File: config.mk
export PLATFORM = sky130hd
export DESIGN_NAME = costas_loop_filter_pi
export DESIGN_NICKNAME = d
export VERILOG_FILES = /design/src/rtl/costas_loop_filter_pi.sv
export SDC_FILE = /design/constraint.sdc
export NUM_CORES = 1
export LEC_CHECK = 0
export ABC_AREA = 1
export BUFFER_PORTS_ARGS = -buffer_cell sky130_fd_sc_hd__buf_2
export CELL_PAD_IN_SITES_DETAIL_PLACEMENT = 0
export CELL_PAD_IN_SITES_GLOBAL_PLACEMENT = 2
export CORE_ASPECT_RATIO = 1.75
export CORE_MARGIN = 4
export CORE_UTILIZATION = 31
export CTS_BUF_LIST = sky130_fd_sc_hd__clkbuf_2
export CTS_CLUSTER_SIZE = 20
export DETAILED_ROUTE_END_ITERATION = 6
export PLACE_DENSITY_LB_ADDON = 0.1
export SYNTH_ARGS = -nofsm -noshare
export SYNTH_HDL_FRONTEND = slang
export SYNTH_SLANG_ARGS = --single-unit
File: constraint.sdc
create_clock -name clk -period 5 [get_ports clk]
set_input_delay 1.5 -clock clk [delete_from_list [all_inputs] [get_ports clk]]
set_output_delay 1.5 -clock clk [all_outputs]
set_load 0.1 [all_outputs]
File: src/rtl/costas_loop_filter_pi.sv
// Proportional-integral Costas carrier loop filter with saturating arithmetic.
// Pull-in and tracking gains are switched by a lock detector that runs on accepted samples.
module costas_loop_filter_pi #(
  parameter int IN_W       = 34,
  parameter int OUT_W      = 17,
  parameter int ACC_W      = 32,
  parameter int KP_PULL    = 4,
  parameter int KI_PULL    = 8,
  parameter int KP_TRACK   = 6,
  parameter int KI_TRACK   = 12,
  parameter int LOCK_THR   = 1024,
  parameter int LOCK_CNT   = 16,
  parameter int UNLOCK_THR = 4096,
  parameter int UNLOCK_CNT = 4
) (
  input  logic                    clk,
  input  logic                    rst,
  input  logic                    enable,
  input  logic signed [IN_W-1:0]  phase_error,
  input  logic                    err_valid,
  input  logic                    freeze,
  input  logic                    int_load,
  input  logic signed [ACC_W-1:0] int_load_val,
  output logic signed [OUT_W-1:0] correction,
  output logic                    corr_valid,
  output logic                    locked,
  output logic signed [ACC_W-1:0] integ
);

  localparam int SW   = ((IN_W > ACC_W) ? IN_W : ACC_W) + 2;
  localparam int CMAX = (LOCK_CNT > UNLOCK_CNT) ? LOCK_CNT : UNLOCK_CNT;
  localparam int CW   = $clog2(CMAX + 1);

  typedef enum logic [1:0] {IDLE, PULL, TRACK} state_t;

  state_t                  state;
  logic [CW-1:0]           cnt;
  logic signed [IN_W-1:0]  p_reg;
  logic                    s1_valid;

  logic                    accept;
  logic signed [IN_W-1:0]  p_shift;
  logic signed [IN_W-1:0]  i_shift;
  logic [IN_W-1:0]         err_abs;
  logic                    in_lock;
  logic                    out_lock;
  logic signed [SW-1:0]    int_sum;
  logic signed [SW-1:0]    out_sum;
  logic signed [ACC_W-1:0] int_sat;
  logic signed [OUT_W-1:0] out_sat;

  assign accept = err_valid && (state != IDLE);

  always_comb begin
    p_shift = phase_error >>> KP_PULL;
    i_shift = phase_error >>> KI_PULL;
    if (state == TRACK) begin
      p_shift = phase_error >>> KP_TRACK;
      i_shift = phase_error >>> KI_TRACK;
    end
  end

  // The most-negative input has no positive twin, so it maps to the largest magnitude.
  always_comb begin
    err_abs = phase_error;
    if (phase_error[IN_W-1]) begin
      if (phase_error == {1'b1, {(IN_W-1){1'b0}}})
        err_abs = {1'b0, {(IN_W-1){1'b1}}};
      else
        err_abs = $unsigned(-phase_error);
    end
  end

  assign in_lock  = err_abs <  IN_W'(LOCK_THR);
  assign out_lock = err_abs >= IN_W'(UNLOCK_THR);

  assign int_sum = {{(SW-ACC_W){integ[ACC_W-1]}}, integ}
                 + {{(SW-IN_W){i_shift[IN_W-1]}}, i_shift};
  assign out_sum = {{(SW-IN_W){p_reg[IN_W-1]}}, p_reg}
                 + {{(SW-ACC_W){integ[ACC_W-1]}}, integ};

  // Sums carry two guard bits, so a sign-extension mismatch means overflow of the target width.
  always_comb begin
    if (int_sum[SW-1:ACC_W-1] == {(SW-ACC_W+1){int_sum[SW-1]}})
      int_sat = int_sum[ACC_W-1:0];
    else if (int_sum[SW-1])
      int_sat = {1'b1, {(ACC_W-1){1'b0}}};
    else
      int_sat = {1'b0, {(ACC_W-1){1'b1}}};

    if (out_sum[SW-1:OUT_W-1] == {(SW-OUT_W+1){out_sum[SW-1]}})
      out_sat = out_sum[OUT_W-1:0];
    else if (out_sum[SW-1])
      out_sat = {1'b1, {(OUT_W-1){1'b0}}};
    else
      out_sat = {1'b0, {(OUT_W-1){1'b1}}};
  end

  always_ff @(posedge clk) begin
    if (rst) begin
      state      <= IDLE;
      cnt        <= '0;
      p_reg      <= '0;
      s1_valid   <= 1'b0;
      correction <= '0;
      corr_valid <= 1'b0;
      locked     <= 1'b0;
      integ      <= '0;
    end else begin
      s1_valid   <= accept;
      corr_valid <= s1_valid;
      if (accept)
        p_reg <= p_shift;
      if (s1_valid)
        correction <= out_sat;

      if (state != IDLE) begin
        if (int_load)
          integ <= int_load_val;
        else if (accept && !freeze)
          integ <= int_sat;
      end

      // Lock detector: consecutive qualifying samples move between pull-in and tracking.
      if (!enable) begin
        state  <= IDLE;
        cnt    <= '0;
        locked <= 1'b0;
      end else begin
        case (state)
          IDLE: begin
            state <= PULL;
            cnt   <= '0;
          end
          PULL: if (accept) begin
            if (!in_lock)
              cnt <= '0;
            else if (cnt == CW'(LOCK_CNT - 1)) begin
              state  <= TRACK;
              cnt    <= '0;
              locked <= 1'b1;
            end else
              cnt <= cnt + CW'(1);
          end
          TRACK: if (accept) begin
            if (!out_lock)
              cnt <= '0;
            else if (cnt == CW'(UNLOCK_CNT - 1)) begin
              state  <= PULL;
              cnt    <= '0;
              locked <= 1'b0;
            end else
              cnt <= cnt + CW'(1);
          end
          default: begin
            state <= IDLE;
            cnt   <= '0;
          end
        endcase
      end
    end
  end

endmodule

### Yosys cells after proc, flatten, opt, wreduce, memory -nomap -nowiden

Index checks and enable logic that the tools add are counted.

* register bits after elaboration: 89
* output and inout bits: 51
* logic and storage cells: 71
* bits of input ports: 72

* reductions and logical operators: 12
* $lt $le $gt $ge: 2
* muxes and demuxes: 31
* equality and inequality tests: 13
* bitwise operators: 1
* add/sub/neg operators: 4

Operator list (count)
* $mux W32: 4
* $mux W34: 2
* $eq A34 B34 Y1 const B: 1
* $ge A34 B13 Y1 const B: 1
* $lt A34 B11 Y1 const B: 1
* $mux W17: 2
* $neg A34 Y34: 1
* $add A30 B32 Y33: 1
* $add A32 B26 Y33: 1
* $mux W5: 6
* $mux W29: 1
* $mux W25: 1
* $eq A19 B19 Y1: 1
* $mux W2: 6
* $ne A2 B2 Y1 const B: 5
* $pmux W5 S2: 1
* $reduce_and A7 Y1: 1
* $mux W1: 6
* $pmux W2 S3: 1
* $reduce_and A6 Y1: 1
* $reduce_bool A2 Y1: 3
* $add A5 B1 Y5 const B: 1
* $eq A5 B2 Y1 const B: 1
* $eq A5 B4 Y1 const B: 1
* other kinds (11): 13

### Longest topological paths before layout

Gate-level depths: netlist of the first run.

* word-level depth: 7
* gate-level depth with buffers: 25

### Worst setup path after synthesis of the first run

OpenSTA, ideal clock, no wires.

* kind: input port to flip-flop
* start: input phase_error[33]
* end: register integ[22]
* setup slack: 1013 ps
* stages on the path: 21
* arrival: 3854 ps
* setup time: 132 ps
* cell sequence: buf_2 -> buf_1 -> nand2_1 -> inv_1 -> a21oi_1 -> inv_1 -> ha_1 -> nand2_1 -> nor2_1 -> inv_1 -> nor4_1 -> nand2_1 -> nand2_1 -> nand2_1 -> nand2_1 -> nor2_1 -> nor2_1 -> buf_2 -> nand2_1 -> nand2_1 -> a21oi_1

* word-level cells in the longest chain between the ends: 6

RTL lines
* start, declared: line 19 `input logic signed [IN_W-1:0] phase_error,`
* $mux W25 (*): line 57 `if (state == TRACK) begin`
* named net i_shift[24]: line 43 `logic signed [IN_W-1:0] i_shift;`
* $add A32 B26 Y33 (*): line 78 `+ {{(SW-IN_W){i_shift[IN_W-1]}}, i_shift};`
* $eq A4 B4 Y1 or $mux W32 (tied branches): line 84, 86
* $mux W32 (*): line 84 `if (int_sum[SW-1:ACC_W-1] == {(SW-ACC_W+1){int_sum[SW-1]}})`
* $mux W32 (*): line 120 `else if (accept && !freeze)`
* $mux W32 (*): line 118 `if (int_load)`
* end signal, assigned: line 119 `integ <= int_load_val;`
* end signal, assigned: line 121 `integ <= int_sat;`
* end, declared: line 27 `output logic signed [ACC_W-1:0] integ`

Mark *: on every way through the listed nets, which the timed path passes. The rest lies on a longest branch. The select of a mux whose other input is x is not followed.
A chain may end at the register's enable or synchronous reset.

### Final worst setup path of the first run

* start: register state[0]
* end: register integ[23]

* word-level cells in the longest chain between the ends: 7

RTL lines
* start, declared: line 36 `state_t state;`
* start signal, assigned: line 101 `state <= IDLE;`
* start signal, assigned: line 126 `state <= IDLE;`
* start signal, assigned: line 132 `state <= PULL;`
* $eq A2 B2 Y1: line 57
* $mux W25: line 57
* $add A32 B26 Y33: line 78
* $eq A4 B4 Y1 or $mux W32 (tied branches): line 84, 86
* $mux W32: line 84
* $mux W32: line 120
* $mux W32: line 118

Several ways; a longest one is shown, not always the timed one. The select of a mux whose other input is x is not followed.

==> results of run 1 <==
## critical path, delay by kind of cell (launching register included)
family,cells,cell delay (ps)
xor+xnor,1,170
compound gates,5,1140
simple gates,6,700
buf+inv,3,910
fa+ha+maj,2,510
flops,1,450
## cell type report
class | instances | area (um^2) | share of cell area [%]
timing repair buffer | 141 | 766 | 6.80
tap | 400 | 500 | 4.44
sequential | 89 | 1780 | 15.8
clock buffer | 9 | 45.0 | 0.400
multi-input combinational | 1411 | 7150 | 63.4
clock inverter | 7 | 60.1 | 0.533
inverter | 254 | 953 | 8.46
antenna | 5 | 12.5 | 0.111
## kinds of logic after synthesis
kind of cell	Yosys count
AND/OR/NAND/NOR	1013
buffers and inverters	303
AO/OA/AOI/OAI	272
flip-flops	89
adder cells (fa/ha/maj)	75
XOR/XNOR	51
## final timing paths
check / cells after the start / slack, ps / end / start
max reg2reg: 17 / 1090 / integ[23] / state[0]
max: 17 / 1090 / integ[23] / state[0]
min reg2reg: 2 / 500 / correction[16] / correction[16]
min: 2 / 500 / correction[16] / correction[16]
## Yosys cell counts, drive strengths merged
library cell / count
a31oi: 22
or2: 2
a21o: 11
xor2: 40
nand3b: 15
buf: 14
nor3: 10
clkinv: 1
and3: 2
fa: 2
a221oi: 1
o31ai: 1
nor2: 190
inv: 253
nand3: 130
a21oi: 155
a211oi: 1
nand4: 25
o21bai: 5
o21ai: 65
o22ai: 1
xnor2: 11
ha: 73
nand2: 631
dfxtp: 89
a21boi: 5
clkbuf: 35
o21a: 2
o211ai: 3
and2: 5
nor4: 3
## metrics by stage
| stage | utilization (%) | instance area [um^2] | instances |
|---|---|---|---|
| 2_1_floorplan | - | 10100 | 1803 |
| 3_3_place_gp | 34.7 | 11100 | 2295 |
| 3_5_place_dp | 34.7 | 11100 | 2295 |
| 4_1_cts | 35.0 | 11300 | 2311 |
| 5_1_grt | 35.1 | 11300 | 2314 |
| 6_report | 35.1 | 11300 | 2316 |
## routing by layer
metal	global-route usage [%]	part of all wire, %
met1	23.0	35
met2	48.2	57
met3	2.76	2.6
met4	12.9	5.9
met5	0	0
## power breakdown
| group | leakage [nW] | internal [mW] | switching (mW) |
|---|---|---|---|
| registers | 0.724 | 0.900 | 0.273 |
| logic | 5.44 | 1.22 | 3.18 |
| clock network | 0.0696 | 0.0788 | 0.342 |
==> flow_summary.json, run 1 <==
{
  "post_cts_buffers": 0,
  "yosysTopAreaCell": "nand2_1",
  "synth.area.top_cells": "nand2_1 23%, dfxtp_1 18%, inv_1 9.4%",
  "ant_nets": 0,
  "worst_slack_ps": 1090,
  "synth_xor_area_share_pct": 4.43,
  "ctsHoldBuffers": 0,
  "cp_max_fo": 17,
  "antenna_found_initial": 4,
  "vias": 11500,
  "finalPower_mw": 6.00,
  "synth-compound-area-share_pct": 14.8,
  "cp.required_ps": 5680,
  "finalClockSkew_ps": 64.4,
  "max_cap_violations": 0,
  "cpMostUsedCell": "nand2_1",
  "cts.path.max_buffers": 2,
  "dr.pass1.iters": 5,
  "yosys.area_share.simple_pct": 42.0,
  "post_cts_resize_count": 0,
  "clkSinkCount": 89,
  "fillers": 3760,
  "dp_slack_ps": 483,
  "slew_viol_final": 0,
  "drc": 0,
  "period_share_pct": 78.3,
  "overflow": 0,
  "insertion_delay_ps": 750,
  "post-route-min-period_ps": 3910,
  "path_cells": "inv_1 > ha_1 > inv_1 > buf_4 > nand2_1 > nand2_1 > ha_1 > a21o_1 > a21oi_1 > o21ai_0 > nand3b_1 > a21oi_1 > xnor2_1 > nand2_1 > nand2_1 > nand2_1 > a21oi_1",
  "port_buffers": 122,
  "tightestPinTransition_ps": 1080,
  "critPathMaxStageDelay_ps": 480,
  "mostFrequentLayoutCell": "nand2_1",
  "layout_common_cells": "620 x nand2_1, 251 x inv_1, 177 x nor2_1",
  "path_class": "reg2reg",
  "synth_area_um2": 10100,
  "synthMuxAreaShare_pct": 0,
  "gp_congestion": 0.938,
  "cts_tree": "done",
  "fmax_mhz": 255,
  "cp-start-kind": "flip-flop",
  "synth_fa_ha_area_share_pct": 9.46,
  "wl_per_cell_um": 18.4,
  "yosysWarnings": 0,
  "drive_above_1_share_pct": 10.0,
  "core_area_um2": 32100,
  "grt_pass1_wl_mm": 64.5,
  "status": "completed",
  "routed_via_density": 4.95,
  "maxSlewHeadroom_pct": 28.1,
  "setup_viol": 0,
  "vdd_drop_max_uv": 319,
  "tns_ps": 0,
  "htree_levels": 3,
  "ys_seq_area_share_pct": 17.7,
  "fp.dieW_um": 144,
  "cp-end-kind": "flip-flop",
  "ios": 123,
  "grt_pass1_vias": 11500,
  "dp_hpwl_mm": 36.4,
  "largest_reg_flops": 32,
  "synth_top_area_share_pct": 23.1,
  "synth_top_family_by_area": "simple AND/OR/NAND/NOR gates",
  "slowest_stage": "inv_1",
  "cts_buffers": 9,
  "ys_types": 43,
  "syn_inst": 1803,
  "clk_pin_slew_ps": 330,
  "fp.dieH_um": 246,
  "grt_start_max_net_pins": 57,
  "rsz0062_at_grt": "false",
  "worstPathArrival_ps": 4590,
  "area_growth_pct": 11.8,
  "synth.net_count": 1950,
  "grt_usage_pct": 24.1,
  "worst_hold_slack_ps": 497,
  "finalHoldViolCount": 0,
  "synth_area_per_cell_um2": 5.59,
  "cts-root-buf": "clkbuf_2",
  "wl_mm": 42.7,
  "initial_core_util_pct": 31.4,
  "leakage_nw": 6.24,
  "ys_ff_latch": 89,
  "dieArea_um2": 35600,
  "drtIter0Drc": 491,
  "std_cell_rows": 87,
  "cellPowerDensity_nw_per_um2": 533,
  "fin_nets": 2053,
  "holdCritPathClass": "reg2reg"
}
(Power assumes the default switching activity.)
==> run 2: changes to the inputs <==
==> constraint.sdc (replaced) <==
create_clock -name clk -period 3.75 [get_ports clk]
set_input_delay 1.125 -clock clk [delete_from_list [all_inputs] [get_ports clk]]
set_output_delay 1.125 -clock clk [all_outputs]
set_load 0.1 [all_outputs]
==> run 2 against run 1 <==
  * Sequential cell count is the same
  * Cell area grew 7.9%
  * Setup slack worse by 770 ps
  * Utilization increased by 2.8 points
  * First-iteration DRC count rose by 9.4%
  * Combinational power rose by 50%
  * Largest power group unchanged
  * Register-to-register slack lost 770 ps
  * Worst hold slack worse by 13 ps
  * Wire length increased by 5.2%
==> flow_summary.json, run 2 (synthesis results as in run 1) <==
{
  "clkPwrFrac_pct": 6.6,
  "drtIter0Drc": 537,
  "gp_congestion": 0.991,
  "dieArea_um2": 35600,
  "critPathBufInv": 5,
  "seqCellArea_um2": 1780,
  "std_cell_rows": 87,
  "cts_buffers": 9,
  "reg2reg_depth": 20,
  "multiInputGateArea_um2": 7180,
  "rr_startpoint": "state[0]",
  "fp.dieW_um": 144,
  "seq_power_share_pct": 17.7,
  "port_buffers": 122,
  "max_cap_violations": 0,
  "holdCritStartpoint": "correction[16]",
  "grt_start_max_net_pins": 57,
  "switchingPower_mw": 5.23,
  "worst_slack_ps": 314,
  "finish.utilization_pct": 37.9,
  "min_to": "correction[16]",
  "leakage_nw": 6.77,
  "cts-root-buf": "clkbuf_2",
  "cp.required_ps": 4420,
  "dp_slack_ps": -257,
  "fillers": 3675,
  "vdd_drop_max_uv": 562,
  "post-route-min-period_ps": 3440,
  "rr_endpoint": "integ[18]",
  "path_class": "reg2reg",
  "drive_above_1_share_pct": 15.2,
  "min_path_cells": 2,
  "cp-start-kind": "flip-flop",
  "routed_via_density": 4.89,
  "layout_common_cells": "618 x nand2_1, 250 x inv_1, 176 x nor2_1",
  "ios": 123,
  "vias": 11800,
  "grt_usage_pct": 25.1,
  "p_comb_share_pct": 75.7,
  "htree_levels": 3,
  "slew_viol_final": 0,
  "cp_max_fo": 11,
  "finalClockSkew_ps": 50.6,
  "tightestPinTransition_ps": 626,
  "clk_pin_slew_ps": 300,
  "wl_mm": 44.9,
  "grt_pass1_vias": 11800,
  "slowest_stage": "dfxtp_2",
  "overflow": 0,
  "cpMostUsedCell": "nand2_1",
  "cts_tree": "done",
  "tns_ps": 0,
  "cts.path.max_buffers": 2,
  "setup_viol": 0,
  "largest_reg_flops": 32,
  "clkSinkCount": 89,
  "status": "completed",
  "p_int_mw": 3.49,
  "worstPathArrival_ps": 4110,
  "cp-end-kind": "flip-flop",
  "wl_per_cell_um": 18.6,
  "mostFrequentLayoutCell": "nand2_1",
  "holdCritPathClass": "reg2reg",
  "grt_pass1_wl_mm": 66.9,
  "cellPowerDensity_nw_per_um2": 717,
  "dp_hpwl_mm": 38.0,
  "antenna_found_initial": 3,
  "insertion_delay_ps": 750,
  "critPathMaxStageDelay_ps": 390,
  "r2r_setup_slack_ps": 310,
  "finalHoldViolCount": 0,
  "ctsHoldBuffers": 0,
  "path_cells": "inv_2 > ha_4 > buf_12 > buf_12 > nand2_1 > o21ai_0 > buf_4 > ha_1 > a21oi_1 > nand2_2 > a21boi_0 > o21ai_0 > buf_4 > a21o_1 > a21oi_1 > xnor2_1 > nand2_1 > nand2_1 > nand2_1 > a21oi_1",
  "path_delay_family": "compound AO/OA/AOI/OAI gates",
  "initial_core_util_pct": 31.4,
  "fin_nets": 2160,
  "core_area_um2": 32100,
  "fmax_mhz": 291,
  "power_switching_share_pct": 60.0,
  "dr.pass1.iters": 6,
  "ant_nets": 0,
  "fp.dieH_um": 246,
  "area_growth_pct": 20.7,
  "maxSlewHeadroom_pct": 58.2,
  "drc": 0,
  "period_share_pct": 91.6
}
==> run 2: cell types whose count changed in the layout (fill, tap and decap cells not counted), sizes merged <==
| cell | delta |
|---|---|
| clkinvlp | +3 |
| inv | -5 |
| buf | +106 |
| bufinv | +1 |
| clkbuf | +2 |
| clkinv | -1 |
| diode | -2 |
==> run 2: routing by layer <==
layer  wire length, um  GRT usage (%)
met4              2630           12.9
met2             25700           51.1
met1             15700           23.8
met3               995           2.39
met5                 0              0
==> run 2: power groups by stage <==
| stage | combinational (mW) | sequential, mW | clock (mW) |
|---|---|---|---|
| 3_5_place_dp | 6.52 | 1.56 | 0 |
| 4_1_cts | 6.56 | 1.54 | 0.602 |
| 5_1_grt | 7.23 | 1.56 | 0.629 |
| 3_3_place_gp | 6.53 | 1.56 | 0 |
| 2_1_floorplan | 3.49 | 2.34 | 0 |
| 6_report | 6.60 | 1.54 | 0.578 |
==> run 2: repair_timing <==
| action | in CTS | in global routing |
|---|---|---|
| setup endpoints to repair | 0 | 32 |
| buffers inserted | 0 | 2 |
| gates resized for setup | 0 | 14 |
==> run 2: cell type report <==
class,instances,share of cell area [%]
Sequential cell,89,14.7
Timing Repair Buffer,248,13.4
Clock buffer,10,0.412
Tap cell,400,4.12
Multi-Input combinational cell,1411,59.0
Inverter,254,7.84
Antenna cell,3,0.0617
Clock inverter,5,0.473
==> run 2: worst max-delay path by stage <==
stage	start	to	cells past startpoint
after global placement	phase_error[8]	integ[13]	23
after global routing	state[0]	integ[29]	25
after detailed placement	phase_error[8]	integ[29]	23
after floorplan	phase_error[33]	integ[22]	21
final	state[0]	integ[18]	20
after CTS	state[0]	integ[29]	25
==> run 2: tightest hold or removal path, cell delays in order (launching register included) <==
cell and delay, ps:
dfxtp_1 380, nand2_1 60, a21oi_1 50
==> run 2: through the flow <==
stage                     hold WS (ps)  cell area (um^2)  power [mW]  std cells
after floorplan                    459             10100        5.84       1803
after global placement             456             11900        8.10       2398
after detailed placement           457             11900        8.09       2398
after CTS                          487             12100        8.71       2413
after global routing               534             12200        9.42       2419
final                              483             12200        8.72       2420
==> run 3: changes to the inputs <==
--- a/config.mk
+++ b/config.mk
@@ -9,7 +9,7 @@
 export BUFFER_PORTS_ARGS = -buffer_cell sky130_fd_sc_hd__buf_2
 export CELL_PAD_IN_SITES_DETAIL_PLACEMENT = 0
 export CELL_PAD_IN_SITES_GLOBAL_PLACEMENT = 2
-export CORE_ASPECT_RATIO = 1.75
+export CORE_ASPECT_RATIO = 1.5
 export CORE_MARGIN = 4
 export CORE_UTILIZATION = 31
 export CTS_BUF_LIST = sky130_fd_sc_hd__clkbuf_2
==> run 3 against run 2 <==
  * Combinational power is 3.6% lower
  * Sequential power shrank 3%
  * First-iteration DRC count down 9.3%
  * Total power down 2.6%
==> flow_summary.json, run 3 (synthesis results as in run 1) <==
{
  "leakage_nw": 6.75,
  "layout_common_cells": "616 x nand2_1, 250 x inv_1, 176 x nor2_1",
  "power_switching_share_pct": 59.0,
  "rr_startpoint": "state[0]",
  "routed_via_density": 4.88,
  "worstPathArrival_ps": 4070,
  "overflow": 0,
  "clkSinkCount": 89,
  "holdCritStartpoint": "correction[16]",
  "setup_viol": 0,
  "drtIter0Drc": 487,
  "drc": 0,
  "drive_above_1_share_pct": 15.0,
  "slowest_stage": "dfxtp_4",
  "initial_core_util_pct": 31.6,
  "gp_congestion": 0.961,
  "std_cell_rows": 80,
  "wl_per_cell_um": 16.9,
  "gr-usage-met3_pct": 1.78,
  "period_share_pct": 92.8,
  "worst_slack_ps": 271,
  "place_area_um2": 11900,
  "maxSlewHeadroom_pct": 20.5,
  "cp-start-kind": "flip-flop",
  "dr.pass1.iters": 5,
  "cp-end-kind": "flip-flop",
  "fmax_mhz": 287,
  "ant_nets": 0,
  "fin_nets": 2150,
  "seq_power_share_pct": 17.7,
  "path_delay_family": "simple AND/OR/NAND/NOR gates",
  "finalPower_mw": 8.49,
  "dieArea_um2": 35500,
  "grt_pass1_wl_mm": 62.9,
  "cp_max_fo": 12,
  "switchingPower_mw": 5.01,
  "critPathBufInv": 5,
  "antenna_found_initial": 1,
  "ctsHoldBuffers": 0,
  "max_cap_violations": 0,
  "cp.required_ps": 4350,
  "finalHoldViolCount": 0,
  "grt_usage_pct": 22.5,
  "worst_hold_slack_ps": 490,
  "critPathMaxStageDelay_ps": 420,
  "holdCritPathClass": "reg2reg",
  "fp.dieH_um": 229,
  "slew_viol_final": 0,
  "grt_start_max_net_pins": 65,
  "crit_path_start": "state[0]",
  "clk_pin_slew_ps": 330,
  "cts_tree": "done",
  "post-route-min-period_ps": 3480,
  "grt_pass1_vias": 11700,
  "tightestPinTransition_ps": 1190,
  "fp.dieW_um": 155,
  "ios": 123,
  "vias": 11800,
  "use_met2_pct": 43.0,
  "dp_slack_ps": -260,
  "cts-root-buf": "clkbuf_2",
  "area_growth_pct": 20.7,
  "cts_buffers": 9,
  "largest_reg_flops": 32,
  "finalClockSkew_ps": 76.7,
  "clkPwrFrac_pct": 7.4,
  "cellPowerDensity_nw_per_um2": 698,
  "vdd_drop_max_uv": 347,
  "cts.path.max_buffers": 2,
  "htree_levels": 3,
  "grt.met1_usage_pct": 26.3,
  "grt_busiest_layer": "met2",
  "mostFrequentLayoutCell": "nand2_1",
  "wl_mm": 41.0,
  "p_comb_share_pct": 74.9,
  "core_area_um2": 31900,
  "status": "completed",
  "stdcell_area_um2": 12200,
  "path_class": "reg2reg",
  "cpMostUsedCell": "nand2_1",
  "port_buffers": 122,
  "dp_hpwl_mm": 35.1,
  "insertion_delay_ps": 700,
  "p_int_mw": 3.48
}
-- run 3: tightest hold or removal path, delay by kind of cell, from the launching register on --
family           cells  cell delay, ps
flip-flops           1             380
AND/OR/NAND/NOR      1              60
AO/OA/AOI/OAI        1              60
-- run 3: final timing paths --
path	slack, ps	cells past startpoint	end
setup / recovery	270	25	integ[14]
hold / removal	490	2	correction[16]
setup reg to reg	270	25	integ[14]
hold reg to reg	490	2	correction[16]
-- run 3: layer usage --
| metal | wire [um] | up-vias |
|---|---|---|
| li1 | - | 6165 |
| met4 | 1100 | 0 |
| met1 | 17000 | 5420 |
| met5 | 0 | - |
| met3 | 936 | 41 |
| met2 | 22000 | 167 |
-- run 3: timing repair --
item	CTS	global route
gates cloned	0	1
endpoints found under the setup margin	4	32
pin swaps	0	6
buffers inserted	0	5
gates resized for setup	1	17
-- run 3: through the flow --
step | instances | util (%) | TNS, ps
6_report | 2419 | 38.1 | 0
5_1_grt | 2419 | 38.1 | -7.67
4_1_cts | 2412 | 37.7 | 0
3_5_place_dp | 2396 | 37.2 | -7500
3_3_place_gp | 2396 | 37.2 | -3760
2_1_floorplan | 1803 | - | 0
-- run 3: final cells by class --
cell class                 instances  area [um^2]
tap                              410          513
clock inverter                     7         97.6
fill                            3723        19800
clock buffer                       9         45.0
multi-input combinational       1411         7200
sequential                        89         1790
inverter                         254          953
timing repair buffer             238         1560
antenna                            1         2.50
-- run 3: power groups by stage --
stage | clock (mW) | sequential [mW] | combinational (mW)
floorplan | 0 | 2.34 | 3.49
global placement | 0 | 1.52 | 6.27
detailed placement | 0 | 1.52 | 6.26
CTS | 0.660 | 1.50 | 6.29
global route | 0.691 | 1.54 | 7.02
finish | 0.630 | 1.50 | 6.36
